===== config.mk =====
export PLATFORM = sky130hd
export DESIGN_NAME = rsa_encrypt
export DESIGN_NICKNAME = d
export VERILOG_FILES = /design/src/rtl/rsa_encrypt.sv
export SDC_FILE = /design/constraint.sdc
export NUM_CORES = 1
export LEC_CHECK = 0
export CORE_MARGIN = 4
export CORE_UTILIZATION = 45
export CTS_BUF_LIST = sky130_fd_sc_hd__clkbuf_2
export CTS_CLUSTER_SIZE = 12
export DETAILED_ROUTE_END_ITERATION = 7
export DONT_BUFFER_PORTS = 1
export PLACE_DENSITY = 0.56
export REMOVE_ABC_BUFFERS = 1
export SLEW_MARGIN = 20
export SYNTH_ARGS = -nofsm -noshare
export SYNTH_HDL_FRONTEND = slang
export SYNTH_SLANG_ARGS = --single-unit

===== constraint.sdc =====
create_clock -name clk -period 21 [get_ports clk]
set_input_delay 4.2 -clock clk [delete_from_list [all_inputs] [get_ports clk]]
set_output_delay 4.2 -clock clk [all_outputs]
set_load 0.02 [all_outputs]

===== src/rtl/rsa_encrypt.sv =====
// rsa_encrypt: c = m^e mod n, right-to-left square-and-multiply on bit-serial interleaved multipliers.
// Optional RSA_ENCRYPT_EARLY_EXIT_EN: stop once the remaining exponent bits are all zero (leaks length of e).
module rsa_encrypt #(
  parameter int WIDTH = 32
) (
  input  logic             clk,
  input  logic             rst_n,
  input  logic             start,
  input  logic [WIDTH-1:0] m,
  input  logic [WIDTH-1:0] e,
  input  logic [WIDTH-1:0] n,
  output logic [WIDTH-1:0] c,
  output logic             busy,
  output logic             done,
  output logic             err
);

  localparam int KW = (WIDTH > 1) ? $clog2(WIDTH) : 1;

  typedef enum logic [1:0] {IDLE, CHECK, EXP, FIN} state_t;

  state_t           r_state, w_next;
  logic [WIDTH-1:0] r_m, r_e, r_n, r_result, r_base;
  logic [WIDTH-1:0] r_acc_r, r_acc_b;
  logic [KW-1:0]    r_k, r_j;
  logic [WIDTH-1:0] w_acc_r, w_acc_b, w_result_upd;
  logic             w_bad, w_last_iter, w_e_zero;

  // Accumulators are always < n, so only the step itself needs the extra carry bit.
  function automatic logic [WIDTH-1:0] mm_step(input logic [WIDTH-1:0] acc,
                                               input logic             bit_a,
                                               input logic [WIDTH-1:0] b,
                                               input logic [WIDTH-1:0] mod);
    logic [WIDTH:0] t, nn;
    nn = {1'b0, mod};
    t  = {acc, 1'b0};
    if (t >= nn) t = t - nn;
    if (bit_a) begin
      t = t + {1'b0, b};
      if (t >= nn) t = t - nn;
    end
    return t[WIDTH-1:0];
  endfunction

  assign w_acc_r      = mm_step(r_acc_r, r_result[r_j], r_base, r_n);
  assign w_acc_b      = mm_step(r_acc_b, r_base[r_j], r_base, r_n);
  assign w_result_upd = r_e[r_k] ? w_acc_r : r_result;
  assign w_bad        = (r_n == '0) || (r_m >= r_n);
  assign w_e_zero     = (r_e == '0);

`ifdef RSA_ENCRYPT_EARLY_EXIT_EN
  assign w_last_iter = (r_k == KW'(WIDTH - 1)) || (((r_e >> r_k) >> 1) == '0);
`else
  assign w_last_iter = (r_k == KW'(WIDTH - 1));
`endif

  assign busy = (r_state == CHECK) || (r_state == EXP);
  assign done = (r_state == FIN);

  always_ff @(posedge clk or negedge rst_n) begin
    if (!rst_n) r_state <= IDLE;
    else        r_state <= w_next;
  end

  always_comb begin
    w_next = r_state;
    case (r_state)
      IDLE:  if (start) w_next = CHECK;
      CHECK: begin
        if (w_bad) w_next = FIN;
`ifdef RSA_ENCRYPT_EARLY_EXIT_EN
        else if (w_e_zero) w_next = FIN;
`endif
        else w_next = EXP;
      end
      EXP:   if (r_j == '0 && w_last_iter) w_next = FIN;
      FIN:   w_next = IDLE;
      default: w_next = IDLE;
    endcase
  end

  always_ff @(posedge clk or negedge rst_n) begin
    if (!rst_n) begin
      r_m      <= '0;
      r_e      <= '0;
      r_n      <= '0;
      r_result <= '0;
      r_base   <= '0;
      r_acc_r  <= '0;
      r_acc_b  <= '0;
      r_k      <= '0;
      r_j      <= '0;
      c        <= '0;
      err      <= 1'b0;
    end else begin
      case (r_state)
        IDLE: if (start) begin
          r_m <= m;
          r_e <= e;
          r_n <= n;
          err <= 1'b0;
          c   <= '0;
        end
        CHECK: begin
          if (w_bad) begin
            err <= 1'b1;
            c   <= '0;
          end else begin
            r_result <= (r_n == WIDTH'(1)) ? '0 : WIDTH'(1);
            r_base   <= r_m;
            r_k      <= '0;
            r_j      <= KW'(WIDTH - 1);
            r_acc_r  <= '0;
            r_acc_b  <= '0;
`ifdef RSA_ENCRYPT_EARLY_EXIT_EN
            if (w_e_zero) c <= (r_n == WIDTH'(1)) ? '0 : WIDTH'(1);
`endif
          end
        end
        EXP: begin
          if (r_j == '0) begin
            r_base   <= w_acc_b;
            r_result <= w_result_upd;
            r_k      <= r_k + KW'(1);
            r_j      <= KW'(WIDTH - 1);
            r_acc_r  <= '0;
            r_acc_b  <= '0;
            if (w_last_iter) c <= w_result_upd;
          end else begin
            r_acc_r <= w_acc_r;
            r_acc_b <= w_acc_b;
            r_j     <= r_j - KW'(1);
          end
        end
        default: ;
      endcase
    end
  end

endmodule


[Word-level counts from Yosys, hierarchy flattened]
Cells that the tools add are included.
Storage, ports and cells
  bits in registers: 269
  input bits: 99
  output and inout bits: 35
  logic and storage cells: 96
Operators by class
  add/sub/neg operators: 8
  $lt $le $gt $ge: 7
  equality and inequality tests: 11
  reductions and logical operators: 15
  multiplexer cells: 43
Operators with widths (count)
  32-bit two-way mux: 16
  32-bit one-hot mux with 2 select lines: 4
  33-bit by 32-bit >= comparator with 1-bit output: 4
  32-bit one-hot mux with 3 select lines: 1
  33-bit by 32-bit adder with 33-bit output: 2
  33-bit two-way mux: 2
  33-bit by 32-bit subtractor with 33-bit output: 2
  32-bit subtractor: 2
  32-bit by 1-bit equality test with 1-bit output (second input constant): 1
  32-bit >= comparator: 1
  32-bit zero test: 1
  5-bit two-way mux: 4
  5-bit one-hot mux with 2 select lines: 2
  1-bit binary-select mux with 5-bit select: 3
  5-bit by 6-bit less-than comparator with 1-bit output (second input constant): 2
  2-bit != test (second input constant): 4
  2-bit one-hot mux with 4 select lines: 1
  1-bit two-way mux: 7
  2-bit AND reduction: 3
  3-bit AND reduction: 2
  5-bit by 1-bit adder with 5-bit output (second input constant): 1
  5-bit equality test (second input constant): 1
  5-bit zero test: 1
  5-bit AND reduction: 1
  other kinds (11): 16

[Logic depth before layout (Yosys ltp)]
Gate-level depths: netlist of run 1.
  depth after elaboration: 10
  mapped depth: 38
  gate-level depth less buffers: 34

[Worst setup path before layout of run 1]
Ideal clock, no wire load.
  path type: reg2reg
  start: register r_n[1]
  end: register r_acc_b[29]
  setup time: 0.121 ns
  period minus slack after synthesis: 7.407 ns
  data required time: 20.879 ns
  arrival: 7.286 ns
  cell stages (with the launch flop): 37
  buffers on the path: 4
  path slack: 13.593 ns
  path through: dfrtp_1 inv_1 ha_1 nand2b_1 a211oi_1 o21ai_0 a21oi_1 nand4_1 and2_1 clkbuf_1 clkbuf_1 nor2_1 ha_1 inv_1 fa_1 nand2b_1 a21oi_1 o41a_1 a21oi_1 nor2b_1 a21oi_1 o21ai_0 xnor2_1 ha_1 clkbuf_1 a211oi_1 o21ai_1 a311oi_1 o22a_1 o21a_1 a2bb2oi_1 nand3b_1 mux2_4 buf_6 mux2_4 mux2_2 a22o_1
Between the ends
  longest elaborated chain between the ends: 8
  elaborated cells on any way between the ends: 15
  those cells by class: add/sub: 3; order compare: 3; eq/ne: 1; mux: 5; reduce/logical: 3
Ends and longest elaborated chain
  start: declaration: RTL line 23  | logic [WIDTH-1:0] r_m, r_e, r_n, r_result, r_base;
  start signal: assignment: RTL line 100  | r_n <= n;
  33-bit by 32-bit subtractor with 33-bit output / 33-bit by 32-bit >= comparator with 1-bit output (equally long branches): RTL line 37  | if (t >= nn) t = t - nn;
  33-bit two-way mux: RTL line 37
  33-bit by 32-bit adder with 33-bit output: RTL line 39  | t = t + {1'b0, b};
  32-bit subtractor / 33-bit by 32-bit >= comparator with 1-bit output (equally long branches): RTL line 40  | if (t >= nn) t = t - nn;
  32-bit two-way mux: RTL line 40
  32-bit two-way mux: RTL line 38  | if (bit_a) begin
  32-bit two-way mux: RTL line 121  | if (r_j == '0) begin
  32-bit one-hot mux with 2 select lines: RTL line 96  | case (r_state)
  end signal: assignment: RTL line 131  | r_acc_b <= w_acc_b;
  end: declaration: RTL line 24  | logic [WIDTH-1:0] r_acc_r, r_acc_b;
Parallel ways exist; a longest one is shown, timed or not.
A chain may end at the register's enable or synchronous reset.

[Worst setup path after layout of run 1]
  start: register r_n[1]
  end: register c[3]
Between the ends
  longest elaborated chain between the ends: 10
  elaborated cells on any way between the ends: 17
  those cells by class: add/sub: 3; order compare: 3; eq/ne: 1; mux: 7; reduce/logical: 3
Ends and longest elaborated chain
  33-bit by 32-bit subtractor with 33-bit output / 33-bit by 32-bit >= comparator with 1-bit output (equally long branches): RTL line 37
  33-bit two-way mux: RTL line 37
  33-bit by 32-bit adder with 33-bit output: RTL line 39
  32-bit subtractor / 33-bit by 32-bit >= comparator with 1-bit output (equally long branches): RTL line 40
  32-bit two-way mux: RTL line 40
  32-bit two-way mux: RTL line 38
  32-bit two-way mux: RTL line 47  | assign w_result_upd = r_e[r_k] ? w_acc_r : r_result;
  32-bit two-way mux: RTL line 128  | if (w_last_iter) c <= w_result_upd;
  32-bit two-way mux: RTL line 121
  32-bit one-hot mux with 3 select lines: RTL line 96
  end signal: assignment: RTL line 128
  end: declaration: RTL line 12  | output logic [WIDTH-1:0] c,
Parallel ways exist; a longest one is shown, timed or not. The select of a mux whose other input is x is not followed.

==> qor.txt, run 1 <==
DIE AREA: 58800 µm²
crit-path max FO: 56
Remaining Overflow, GRT: 0
post-CTS resize count: 0
class of the worst hold path: reg -> reg
Synth Register Bits: 269
Final Net Count: 3253
Post-Route Setup TNS: 0 ps
CTS Hold Buffers Added: 0
global-route wire length before repair: 144 mm
Post-synth top flop: dfrtp_1
HP Start: r_j[0]$_DFFE_PN0P_
Clock transition at path regs: 100 ps
Async SR Flop Fraction: 100%
Area Growth Syn to Fin: 5.64%
routed length per instance: 26.3 µm
period utilization: 49.2%
setup violators final: 0
critical path capture point type: flip-flop
Startpoint Class: flip-flop
Total GRT Usage: 31.8%
Post-synth EDFFs: 0
fin crit period: 10340 ps
RSZ-0062 raised after global routing: false
top-area cell type share of the netlist area: 27.2%
Peak Freq: 96.7 MHz
Synth area leader: dfrtp_1
post-synth cell types: 78
slew margin rel.: 25.1%
TritonCTS clock tree: built
Syn. warnings: 0
kind of critical path: reg -> reg
Post-Syn Instances: 2944
Initial Utilization: 45.7%
Rows: 85
setup bufs post-CTS: 0
clock buffer depth: 3
pin count of the biggest net entering global routing: 270
Vias: 23800
Via density: 6.48
Slew Viols, Final: 0
num ports: 134
H-tree Lvls: 3
Num CTS Buffers: 78
Final Wtd Congestion: 0.969
skew final: 132 ps
r2r startpoint: r_n[1]$_DFFE_PN0P_
most numerous cell in the Yosys netlist: nand2_1
ANT nets after route: 0
clock root buffer: clkbuf_2
CP arrival: 11290 ps
detailed-route wire length: 96.6 mm
Req. time, crit path: 21950 ps
Endpoint, Worst Hold: r_j[0]$_DFFE_PN0P_
sequential element share of the synthesized area: 27.2%
Crit-path slowest cell: o21a_1
Core Region: 54100 µm²
initial antenna violation count: 4
Avg Synthesized Cell Area: 8.40 µm²
vias in the first global route: 23000
Max stage delay on crit path: 820 ps
port bufs: 0
post-DP HPWL: 72.6 mm
first drt pass iteration count: 6
Final Hold Viols: 0
R2R Path End: c[3]$_DFFE_PN0P_
slew of the pin with the lowest slew margin: 1120 ps
chip width: 242 µm
DRC viols: 0
DR iter-0 viols: 2443
Die Ht: 242 µm
Synth area leaders: dfrtp_1, ha_1, mux2_2
most frequent CP cell: ha_1
depth of the worst register-to-register path: 27
layout cells sized above 1: 11.1%
Post-Syn Area: 24700 µm²
worst-skew pair later-pin latency: 1110 ps
list of most frequent post-synthesis cells: nand2_1, dfrtp_1, a21oi_1, ha_1, o21ai_0
Max Cap Viol: 0
Hold Path Stages: 1
register-to-register setup slack: 10660 ps
Sink Count: 269
status: finished clean
[state kept, by name (all words and copies together), names as in the netlist, 2 cells and up]
signal    count
c            32
r_acc_b      32
r_acc_r      32
r_base       32
r_e          32
r_j           5
r_k           5
r_m          32
r_n          32
r_result     32
r_state       2
[metrics by stage]
stage	hold slack, ps	setup WS [ps]	cells	instance area, µm²	util, %
after floorplan	458	10920	2805	24200	-
after global routing	490	10200	3671	26100	48.2
after CTS	482	10890	3666	26100	48.2
after detailed placement	468	10940	3533	25400	46.9
final	483	10660	3671	26100	48.2
after global placement	459	10910	3533	25400	46.9
[worst max-delay path, delay by kind of cell, from the launching register on]
kind                     cells  cell delay [ps]
AND/OR/NAND/NOR              5             1780
XOR/XNOR                     1              250
multiplexers                 1              460
buffers and inverters        2              900
flip-flops                   1              470
AO/OA/AOI/OAI               15             5230
adder cells (fa/ha/maj)      3             1080
[per-layer routing]
metal,track usage [%],wire (µm)
met1,44.7,42800
met2,49.3,42100
met3,5.84,7910
met4,11.3,3690
met5,0,0
[worst max path at each step]
stage                                   from                      to  slack [ps]  cells after the start
after floorplan           r_n[1]$_DFFE_PN0P_  r_acc_r[2]$_DFFE_PN0P_       10920                     26
after global placement    r_n[1]$_DFFE_PN0P_        c[3]$_DFFE_PN0P_       10910                     27
after detailed placement  r_n[1]$_DFFE_PN0P_        c[3]$_DFFE_PN0P_       10940                     27
after CTS                 r_n[1]$_DFFE_PN0P_        c[3]$_DFFE_PN0P_       10890                     29
after global routing      r_n[1]$_DFFE_PN0P_        c[3]$_DFFE_PN0P_       10200                     27
final                     r_n[1]$_DFFE_PN0P_        c[3]$_DFFE_PN0P_       10660                     27
[cell families (layout without fill, tap and decap cells)]
| kind of cell | count (synthesis) | count (layout) | share of synthesized area (%) |
|---|---|---|---|
| compound gates | 987 | 987 | 26.0 |
| xor+xnor | 170 | 170 | 6.02 |
| fa+ha+maj | 237 | 237 | 12.2 |
| buf+inv | 255 | 281 | 3.94 |
| flops | 269 | 269 | 27.2 |
| mux | 179 | 179 | 8.51 |
| other cells | 0 | 5 | 0 |
| simple gates | 847 | 847 | 16.1 |
[placed cells by master (no fill, tap or decap), types with 17 or more instances in the layout]
master    count
nand2_1     306
dfrtp_1     269
a21oi_1     250
ha_1        230
o21ai_0     224
nor2_1      179
mux2_2      121
clkbuf_2    116
inv_1       115
xnor2_1     110
a21o_1       88
nand3_1      73
and3_1       64
xor2_1       60
a211oi_1     47
o31ai_1      47
nor3_1       44
mux2i_1      43
nand2b_1     40
o21a_1       37
a31oi_1      36
nand4_1      35
buf_4        32
o211ai_1     31
o21bai_1     23
a22o_1       23
and2_1       21
o41ai_1      20
nor4_1       17
[final cells by class]
| class | instances | area [µm²] |
|---|---|---|
| Clock buffer | 116 | 581 |
| Clock inverter | 17 | 145 |
| Inverter | 116 | 435 |
| Fill cell | 5335 | 28000 |
| Tap cell | 696 | 871 |
| Multi-Input combinational cell | 2420 | 17100 |
| Sequential cell | 269 | 6730 |
| Antenna cell | 5 | 12.5 |
| Timing Repair Buffer | 32 | 240 |
Power of run 1 is left out: the tool's default activity adds up to more than one toggle a clock period on the data nets, which glitch-free logic cannot reach.
==> run 2: changes to the inputs <==
Settings changed: PLACE_DENSITY 0.56 to 0.58.
Clock period 21 ns to 8.3 ns, I/O delays scaled along.
==> qor.txt, run 2 (same netlist as run 1, synthesis figures left out) <==
Rows: 85 (unchanged)
Final Wtd Congestion: 0.966 (-0.38%)
clock root buffer: clkbuf_2
Final Net Count: 3525 (+8.4%)
H-tree Lvls: 3 (unchanged)
CP arrival: 8910 ps (-2380 ps)
critical path capture point type: flip-flop
first drt pass iteration count: 6 (unchanged)
Slew Viols, Final: 0 (unchanged)
Initial Utilization: 45.7% (unchanged)
most frequent cells in the layout: nand2_1, buf_4, dfrtp_1
period utilization: 96.9% (+48 points)
register-to-register setup slack: 250 ps (-10410 ps)
layout cells sized above 1: 19.8% (+8.6 points)
Total GRT Usage: 32.7% (+0.87 points)
Core Region: 54100 µm² (unchanged)
ANT nets after route: 0 (unchanged)
Area Growth Syn to Fin: 14.9%
chip width: 242 µm (unchanged)
detailed-route wire length: 99.9 mm (+3.5%)
crit-path max FO: 14 (-75%)
most frequent CP cell: buf_4
Vias: 24700 (+3.7%)
Die Ht: 242 µm (unchanged)
port bufs: 0 (unchanged)
DR iter-0 viols: 2312 (-5.4%)
TritonCTS clock tree: built
fin crit period: 8050 ps (-2290 ps)
skew final: 116 ps (-16.1 ps)
vias in the first global route: 24000 (+4.4%)
worst-skew pair later-pin latency: 1110 ps (about the same)
CTS Hold Buffers Added: 0 (unchanged)
Via density: 6.25 (-3.5%)
kind of critical path: reg -> reg
pin count of the biggest net entering global routing: 270 (unchanged)
Max Cap Viol: 0 (unchanged)
DIE AREA: 58800 µm² (unchanged)
Req. time, crit path: 9160 ps (-12790 ps)
Clock transition at path regs: 130 ps (+30 ps)
Hold Slack: 305 ps (-178 ps)
RSZ-0062 raised after global routing: true
initial antenna violation count: 5 (+1)
Final Hold Viols: 0 (unchanged)
setup violators final: 0 (unchanged)
Peak Freq: 124 MHz (+29%)
num ports: 134 (unchanged)
DRC viols: 0 (unchanged)
Sink Count: 269 (unchanged)
global-route wire length before repair: 148 mm (+2.5%)
routed length per instance: 25.3 µm (-3.7%)
clock buffer depth: 3 (unchanged)
fillers: 5250 (-1.6%)
commonest non-fill, non-tap cell in the layout: nand2_1
slew margin rel.: 23.0% (-2.1 points)
post-DP HPWL: 77.7 mm (+6.9%)
Startpoint Class: flip-flop
Num CTS Buffers: 81 (+3.8%)
Max stage delay on crit path: 500 ps (-320 ps)
status: finished clean
Remaining Overflow, GRT: 0 (unchanged)
Crit-path slowest cell: dfrtp_2
class of the worst hold path: in -> async
slew of the pin with the lowest slew margin: 1150 ps (+35.4 ps)
run 2: cell types whose count changed in the layout (fill, tap and decap cells not counted), sizes merged:
cell | before | now
bufinv | 3 | 1
clkinvlp | 0 | 7
inv | 116 | 113
clkbuf | 116 | 114
clkinv | 14 | 20
buf | 32 | 300
run 2: metrics by stage:
step	instance area, µm²	setup slack [ps]	TNS [ps]	std cells	util, %
4_1_cts	28100	0.996	0	3927	51.9
3_5_place_dp	27400	17.1	0	3789	50.5
6_report	28400	254	0	3945	52.5
5_1_grt	28400	-63.0	-132	3945	52.5
3_3_place_gp	27300	8.22	0	3788	50.5
2_1_floorplan	24200	-1780	-145720	2805	-
run 2: repair_timing:
action | 4_1_cts | 5_1_grt
setup endpoints to repair | 4 | 160
setup buffers | 0 | 12
pin swaps | 0 | 7
cloned | 0 | 1
gates resized for setup | 2 | 46
run 2: worst max-delay path, delay by kind of cell (launching register included):
kind / cells / cell delay, ps
buffers and inverters: 6 / 1160
and+or+nand+nor: 8 / 1560
xor gates and xnor gates: 1 / 160
adders and majority gates: 3 / 1040
AOI/OAI and AO/OA: 14 / 2790
DFF: 1 / 500
muxes: 2 / 640
run 2: final timing paths:
kind,startpoint,endpoint,cells after the start
max,r_n[8]$_DFFE_PN0P_,r_acc_r[22]$_DFFE_PN0P_,34
min,rst_n,r_acc_r[0]$_DFFE_PN0P_,0
max reg2reg,r_n[8]$_DFFE_PN0P_,r_acc_r[22]$_DFFE_PN0P_,34
min reg2reg,r_e[15]$_DFFE_PN0P_,r_e[15]$_DFFE_PN0P_,1
max in group asynchronous,rst_n,r_acc_b[24]$_DFFE_PN0P_,0
min in group clk,r_e[15]$_DFFE_PN0P_,r_e[15]$_DFFE_PN0P_,1
run 2: final cells by class:
cell class	instances	area, µm²	area share, %
Multi-Input combinational cell	2420	17300	60.8
Sequential cell	269	6740	23.7
Timing Repair Buffer	301	2350	8.28
Tap cell	696	871	3.06
Clock buffer	113	566	1.99
Inverter	116	450	1.59
Clock inverter	25	149	0.524
Antenna cell	5	12.5	0.0440
run 2: layer usage:
metal | share of wire, % | GRT usage [%] | wire length (µm)
met3 | 7.3 | 6.33 | 7340
met1 | 44 | 44.8 | 44000
met4 | 4.6 | 13.8 | 4560
met2 | 44 | 50.6 | 44000
met5 | 0 | 0 | 0
Power of run 2 is left out for the same reason.
